[config.mk]
export PLATFORM = sky130hd
export DESIGN_NAME = timer_capture_sched
export DESIGN_NICKNAME = d
export VERILOG_FILES = /design/src/rtl/timer_capture_sched.sv
export SDC_FILE = /design/constraint.sdc
export NUM_CORES = 1
export LEC_CHECK = 0
export ABC_CLOCK_PERIOD_IN_PS = 3800
export CAP_MARGIN = 40
export CORE_MARGIN = 1.5
export CORE_UTILIZATION = 30
export DETAILED_ROUTE_END_ITERATION = 16
export GPL_ROUTABILITY_DRIVEN = 0
export GPL_TIMING_DRIVEN = 0
export SETUP_SLACK_MARGIN = 0.3
export SLEW_MARGIN = 20
export SYNTH_ARGS = -nofsm -noshare
export SYNTH_HDL_FRONTEND = slang
export SYNTH_SLANG_ARGS = --single-unit
[constraint.sdc]
create_clock -name clk -period 3.8 [get_ports clk]
set_input_delay 0.38 -clock clk [delete_from_list [all_inputs] [get_ports clk]]
set_output_delay 0.38 -clock clk [all_outputs]
set_load 0.01 [all_outputs]
[src/rtl/timer_capture_sched.sv]
// timer_capture_sched: round-robin share of one pulse-width timer across N_CH channels; define TIMER_SCHED_IRQ_EN for irq.
// Result and done land SETTLE+2 cycles after the pulse falls; arms for pending or in-service channels are dropped.
module timer_capture_sched #(
   parameter int  N_CH    = 4,
   parameter int  CW      = 16,
   parameter int  TIMEOUT = 65535,
   parameter int  SETTLE  = 2,
   localparam int GW      = (N_CH > 1) ? $clog2(N_CH) : 1
) (
   input  logic                clk,
   input  logic                rst_n,
   input  logic [N_CH-1:0]     ch_in,
   input  logic [N_CH-1:0]     ch_arm,
   input  logic [N_CH-1:0]     ch_clear,
   output logic [N_CH-1:0]     ch_done,
   output logic [N_CH-1:0]     ch_timeout,
   output logic                ch_busy,
   output logic [GW-1:0]       grant_ch,
   output logic [N_CH*CW-1:0]  result_data,
   output logic                tmr_enable,
   output logic                tmr_final,
   input  logic [CW-1:0]       tmr_result,
   input  logic [N_CH-1:0]     irq_mask,
   output logic                irq
);
   localparam int             WDW         = 20;
   localparam logic [WDW-1:0] WD_LAST     = WDW'(TIMEOUT - 1);
   localparam logic [WDW-1:0] SETTLE_LAST = WDW'(SETTLE - 1);

   typedef enum logic [2:0] {
      S_IDLE,
      S_WAIT_LOW,
      S_WAIT_RISE,
      S_MEASURE,
      S_SETTLE,
      S_CAPTURE
   } state_t;

   state_t               state_q, state_d;
   logic [N_CH-1:0]      pending_q, pending_d;
   logic [N_CH-1:0]      done_q, done_d;
   logic [N_CH-1:0]      tout_q, tout_d;
   logic [N_CH*CW-1:0]   result_q, result_d;
   logic [GW-1:0]        grant_q, grant_d;
   logic [GW-1:0]        rr_q, rr_d;
   logic [WDW-1:0]       cnt_q, cnt_d;
   logic                 tmr_enable_q, tmr_enable_d;
   logic                 tmr_final_q, tmr_final_d;

   logic [N_CH-1:0]      grant_oh;
   logic [N_CH-1:0]      svc_oh;
   logic [N_CH-1:0]      arm_acc;
   logic                 arb_vld;
   logic [GW-1:0]        arb_idx;
   logic                 ch_g;
   logic                 cnt_state;
   logic                 wd_hit;

   always_comb begin
      grant_oh = '0;
      for (int k = 0; k < N_CH; k++) begin
         grant_oh[k] = (grant_q == GW'(k));
      end
   end

   // First pending channel at or after the rr pointer, wrapping.
   always_comb begin
      logic [GW-1:0] sel;
      arb_vld = 1'b0;
      arb_idx = '0;
      sel     = '0;
      for (int i = 0; i < N_CH; i++) begin
         sel = GW'((int'(rr_q) + i) % N_CH);
         if (!arb_vld && pending_q[sel]) begin
            arb_vld = 1'b1;
            arb_idx = sel;
         end
      end
   end

   assign ch_g      = |(ch_in & grant_oh);
   assign cnt_state = (state_q == S_WAIT_LOW) || (state_q == S_WAIT_RISE) || (state_q == S_MEASURE);
   assign wd_hit    = cnt_state && (cnt_q == WD_LAST);
   assign svc_oh    = (state_q != S_IDLE) ? grant_oh : '0;
   assign arm_acc   = ch_arm & ~pending_q & ~svc_oh;

   always_ff @(posedge clk or negedge rst_n) begin
      if (!rst_n) begin
         state_q      <= S_IDLE;
         pending_q    <= '0;
         done_q       <= '0;
         tout_q       <= '0;
         result_q     <= '0;
         grant_q      <= '0;
         rr_q         <= '0;
         cnt_q        <= '0;
         tmr_enable_q <= 1'b0;
         tmr_final_q  <= 1'b0;
      end else begin
         state_q      <= state_d;
         pending_q    <= pending_d;
         done_q       <= done_d;
         tout_q       <= tout_d;
         result_q     <= result_d;
         grant_q      <= grant_d;
         rr_q         <= rr_d;
         cnt_q        <= cnt_d;
         tmr_enable_q <= tmr_enable_d;
         tmr_final_q  <= tmr_final_d;
      end
   end

   // The watchdog takes priority over channel activity in the cycle it expires.
   always_comb begin
      state_d = state_q;
      case (state_q)
         S_IDLE: begin
            if (arb_vld) state_d = S_WAIT_LOW;
         end
         S_WAIT_LOW: begin
            if (wd_hit)     state_d = S_IDLE;
            else if (!ch_g) state_d = S_WAIT_RISE;
         end
         S_WAIT_RISE: begin
            if (wd_hit)     state_d = S_IDLE;
            else if (ch_g)  state_d = S_MEASURE;
         end
         S_MEASURE: begin
            if (wd_hit || !ch_g) state_d = S_SETTLE;
         end
         S_SETTLE: begin
            if (cnt_q == SETTLE_LAST) state_d = S_CAPTURE;
         end
         S_CAPTURE: begin
            state_d = S_IDLE;
         end
         default: begin
            state_d = S_IDLE;
         end
      endcase
   end

   always_comb begin
      pending_d = pending_q | arm_acc;
      done_d    = done_q & ~(ch_clear | arm_acc);
      tout_d    = tout_q & ~(ch_clear | arm_acc);
      result_d  = result_q;
      grant_d   = grant_q;
      rr_d      = rr_q;
      cnt_d     = cnt_q;

      if (state_q == S_IDLE && arb_vld) begin
         pending_d[arb_idx] = 1'b0;
         grant_d            = arb_idx;
         rr_d               = GW'((int'(arb_idx) + 1) % N_CH);
      end

      if (state_d != state_q) begin
         cnt_d = '0;
      end else if (cnt_state || state_q == S_SETTLE) begin
         cnt_d = cnt_q + 1'b1;
      end

      if (wd_hit) begin
         tout_d = tout_d | grant_oh;
      end

      // Flag sets land after clears so a same-cycle clear loses.
      if (state_q == S_CAPTURE) begin
         done_d = done_d | grant_oh;
         for (int k = 0; k < N_CH; k++) begin
            if (grant_oh[k]) result_d[k*CW +: CW] = tmr_result;
         end
      end

      tmr_enable_d = (state_d == S_MEASURE);
      tmr_final_d  = (state_q == S_MEASURE) && (state_d == S_SETTLE);
   end

   assign ch_done     = done_q;
   assign ch_timeout  = tout_q;
   assign ch_busy     = (state_q != S_IDLE);
   assign grant_ch    = grant_q;
   assign result_data = result_q;
   assign tmr_enable  = tmr_enable_q;
   assign tmr_final   = tmr_final_q;

`ifdef TIMER_SCHED_IRQ_EN
   logic irq_q, irq_d;

   always_comb begin
      irq_d = |(done_q & irq_mask);
   end

   always_ff @(posedge clk or negedge rst_n) begin
      if (!rst_n) irq_q <= 1'b0;
      else        irq_q <= irq_d;
   end

   assign irq = irq_q;
`else
   logic unused_irq_mask;
   assign unused_irq_mask = ^irq_mask;
   assign irq             = 1'b0;
`endif

endmodule
# Word level (Yosys, flattened, before mapping)
# Cells that the tools add are included.
# classes
n_addsub	5
magnitude_cmp	6
eq_ne	13
muxes	32
bitwise	14
n_reduce_logical	24
# op_table
operator	count
$mux 20	2
$and 4x4->4	6
$mux 3	7
$add 20x1->20 const B	1
$eq 20x1->1 const B	1
$eq 20x16->1 const B	1
$mux 4	4
$not 4->4	4
$or 4x4->4	4
$lt 2x3->1 const B	5
$pmux 3 s5	1
$eq 3x2->1 const B	3
$eq 3x3->1 const B	3
$mux 1	9
$bmux 1 s2	4
$mux 2	4
$reduce_and 2->1	4
$logic_and 1x1->1	7
$add 2x1->2 const B	2
$add 2x2->2 const B	2
$eq 2x2->1 const B	2
$logic_not 1->1	4
$logic_or 1x1->1	4
$reduce_or 4->1	1
other kinds (9)	9
# totals
reg_bits	105
in_bits	34
output_inout_bits	78
wordCells	107

# Longest topological paths before layout
# depth
word_depth	19
depth_mapped	8
depth_no_buf	7

# Worst setup path after synthesis
# Ideal clock, no wire load.
# synth_path
path_kind	flip-flop to flip-flop
startpoint	reg cnt_q[16]
endpoint	reg cnt_q[0]
setup_time_ps	128
arrival_time_ps	2143
t_required_ps	3672
slack_ps	1530
stages_incl_launch_ff	7
path_buffers	1
path_cell_list	dfrtp_1 or4_4 or4b_1 o31a_1 mux2i_2 buf_6 nor3_2
# synth_between
elab_chain_len	7
# synth_rtl
item	line_no	source
start: declaration	46	logic [WDW-1:0] cnt_q, cnt_d;
start signal: assignment	107	cnt_q <= cnt_d;
$eq 20x16->1	83	assign wd_hit = cnt_state && (cnt_q == WD_LAST);
$logic_and 1x1->1	83	
$logic_or 1x1->1	129	if (wd_hit || !ch_g) state_d = S_SETTLE;
$mux 3	129	
$pmux 3 s5 (*)	116	case (state_q)
$ne 3x3->1 (*)	158	if (state_d != state_q) begin
$mux 20 or $reduce_bool 2->1 (tied branches)	-	
# Every way passes the cells marked *; elsewhere a longest branch is shown, timed or not.
# A chain may end at the register's enable or synchronous reset.

# Worst setup path after layout
# layout_path
startpoint	reg state_q[2]
endpoint	reg result_q[13], in the netlist result_data[13]
# layout_between
elab_chain_len	2
# layout_rtl
item	line_no	source
start: declaration	39	state_t state_q, state_d;
start signal: assignment	100	state_q <= state_d;
$eq 3x3->1	169	if (state_q == S_CAPTURE) begin
$reduce_and 2->1 (no source line)	-	
end signal: assignment	104	result_q <= result_d;
end: declaration	43	logic [N_CH*CW-1:0] result_q, result_d;
# Every way passes these cells.

==> results.yml <==
status:
  status: "complete, no violations"
cells_and_area:
  final_cells: 712
  multi_input_area_mm2: 0.001958
  regArea_mm2: 0.002628
  design_area_mm2: 0.006402
  area.growth.synth_to_final_pct: 35.48
  fill_cells: 1454
  nNetsFinal: 537
  antenna_cells: 0
  layout-drive-gt1-share_pct: 23.35
power_and_ir_drop:
  power.internal_mw: 3.104
  peakVddDrop_mv: 0.3727
  p_leak_nw: 2.673
  power_switching_mw: 1.710
  p_seq_share_pct: 36.2
  power-per-cell-area_mw_per_mm2: 751.8
  pwr-share-comb_pct: 45.0
  p_clk_share_pct: 18.8
  power_mw: 4.814
  netSwitchingFraction_pct: 35.52
route:
  met1Wirelength_um: 5246
  viasPerCell: 4.718
  drcViolationCount: 0
  route.met3.wl_um: 928
  totalWireLength_um: 11450
  top_layer: "met4"
  route.met2.wl_um: 5113
  firstDrtPassIters: 4
  dr.first_iter.drc_count: 105
  antenna_left: 0
  dr_total_vias: 3359
  wl_per_cell_um: 16.09
grt:
  first_global_vias: 3580
  gr-total-overflow: 0
  grt_use_total_pct: 14.64
  grt_max_degree: 70
  grt_pass1_wl_um: 18660
  antenna_found_initial: 0
floorplan:
  core_area_mm2: 0.01531
  start_util_pct: 30.86
  num_rows: 45
  chipWidth_um: 128.5
  fp.dieH_um: 128.5
  ios: 112
  die_area_mm2: 0.01651
logic_synthesis:
  synth_top_area_share_pct: 55.60
  yosysMostFrequentCell: "dfrtp_1"
  syn-instance-count: 374
  yosysWarningCount: 0
  ys_ff_latch: 105
  synth.area.top_cells: "dfrtp_1, mux2_2, nor3_2"
  yosys-top-cells-count: "dfrtp_1, mux2_2, nor3_2"
  synth_flop_cell: "dfrtp_1"
  syn_nets: 415
  synth-xor-area-share_pct: 3.707
  synth_edf_count: 0
  synth_top_family_by_area: "multiplexers"
  ys_seq_area_share_pct: 55.60
  yosysUniqueCellTypes: 45
  syn_avg_cell_area_um2: 12.64
  synthArstFlopShare_pct: 100.0
  synth_compound_area_share_pct: 5.507
  yosys.area_share.adder_pct: 1.853
  syn-cell-area_mm2: 0.004726
  synth.area.mux_share_pct: 16.49
  synth_area_leader_cell: "dfrtp_1"
  synthSimpleGateAreaFrac_pct: 13.79
placement:
  dp.cells: 695
  place_area_mm2: 0.006102
  port_buffers: 106
  hpwl_um: 8212
cts:
  max-clock-path-buffers: 2
  cts.sinks: 105
  clkSlewWorstSetupHoldPaths_ps: 70
  cts_made_buffers: 9
  cts_resized: 0
  htree_levels: 3
  worstSkewPairLatency_ps: 350
  root_buffer: "clkbuf_16"
  cts_tree: "yes"
setup_path:
  critPathTopFamily: "buffers and inverters"
  crit_path_cell_trace: "clkbuf_1 > nand3_1 > or3_1 > clkbuf_1 > clkbuf_1 > mux2_2"
  end_kind: "register"
  crit_top_cell: "clkbuf_1"
  required_ps: 4040
  critPathBufInv: 3
  slowest_stage: "clkbuf_1"
  critPathLaunchType: "register"
  r2r_slack_ps: 1320
  critPathMaxFanout: 10
  critPathKind: "register to register"
  slowest_delay_ps: 580
  cp.arrival_ps: 2720
job:
  drv_cap: 0
timing:
  fin_crit_sh_pct: 65.38
  slew_headroom_pct: 52.79
  fin_crit_ps: 2485
  worstMarginPinSlew_ps: 708.1
  max_freq_mhz: 402.5
  fin_tns_setup_ps: 0
  report.final.slew_viol_count: 0
  rsz0062_at_grt: "no"
  hold_viol: 0
  setup_violations: 0
  finClkSkew_ps: 3.949
hold_path:
  hp-class: "register to register"
[final cells by class]
class	instances	area share [%]
Clock buffer	10	3.733
Buffer	16	1.309
Multi-Input combinational cell	238	30.58
Clock inverter	6	0.8013
Tap cell	211	4.124
Inverter	15	0.8794
Timing Repair Buffer	111	17.53
Sequential cell	105	41.04
[final timing paths]
| kind | startpoint | cells past startpoint | endpoint |
|---|---|---|---|
| max | state_q[2] | 6 | result_data[13] |
| min | ch_done[1] | 1 | ch_done[1] |
| max reg2reg | state_q[2] | 6 | result_data[13] |
| min reg2reg | ch_done[1] | 1 | ch_done[1] |
| max in group asynchronous | rst_n | 3 | result_data[9] |
| min in group asynchronous | rst_n | 2 | cnt_q[17] |
[repair_timing]
item,in CTS,in global routing
setup buffers,0,0
hold buffers,1,0
endpoints found under the hold margin,36,0
[kinds of logic (layout without fill, tap and decap cells)]
| group | Yosys count | after routing |
|---|---|---|
| fa+ha+maj | 7 | 7 |
| flops | 105 | 105 |
| mux | 68 | 68 |
| buf+inv | 31 | 158 |
| other cells | 1 | 1 |
| simple gates | 106 | 106 |
| compound gates | 36 | 36 |
| xor+xnor | 20 | 20 |
[state kept, by name, indices dropped and copies added (netlist names), 2 cells and up]
signal	count
ch_done	4
ch_timeout	4
cnt_q	20
grant_ch	2
pending_q	4
result_data	64
rr_q	2
state_q	3
[per-layer routing]
metal	GRT usage (%)	vias to the layer above
met5	0	-
met4	5.089	0
met3	5.821	14
met2	22.49	82
met1	18.81	1687
li1	-	1576
[power groups by stage]
stage                     logic [mW]  clock network, mW  registers, mW
after global routing            2.34              0.967           1.80
after global placement          2.14                  0           1.75
after CTS                       2.18              0.932           1.75
after detailed placement        2.16                  0           1.77
final                           2.17              0.905           1.74
after floorplan                0.998                  0           1.89
[through the flow]
step           utilization, %  setup slack, ps  hold slack [ps]
3_5_place_dp            39.84             1254            318.0
5_1_grt                 41.81             1121            509.4
3_3_place_gp            39.51            -1736            466.8
4_1_cts                 41.81             1260            495.3
2_1_floorplan               -             1530            84.41
6_report                41.81             1315            488.1
[cells in the final DEF (no fill, tap or decap), types with 4 or more instances in the layout]
cell type        count
nand3_1              8
buf_2                4
clkbuf_1             9
nor4_1              11
mux2_1               6
clkdlybuf4s50_1    105
mux2_2              60
xnor2_1             14
nand4_1              8
clkbuf_16            9
buf_4                4
nand2_1             17
nor3_2              20
o31a_1               4
dfrtp_1            105
a21oi_1             11
o21ai_0              4
inv_1               14
ha_1                 7
xor2_1               6
nor2_1              19
nor3_1               8
Note: power is estimated with default switching activity, not from simulation.
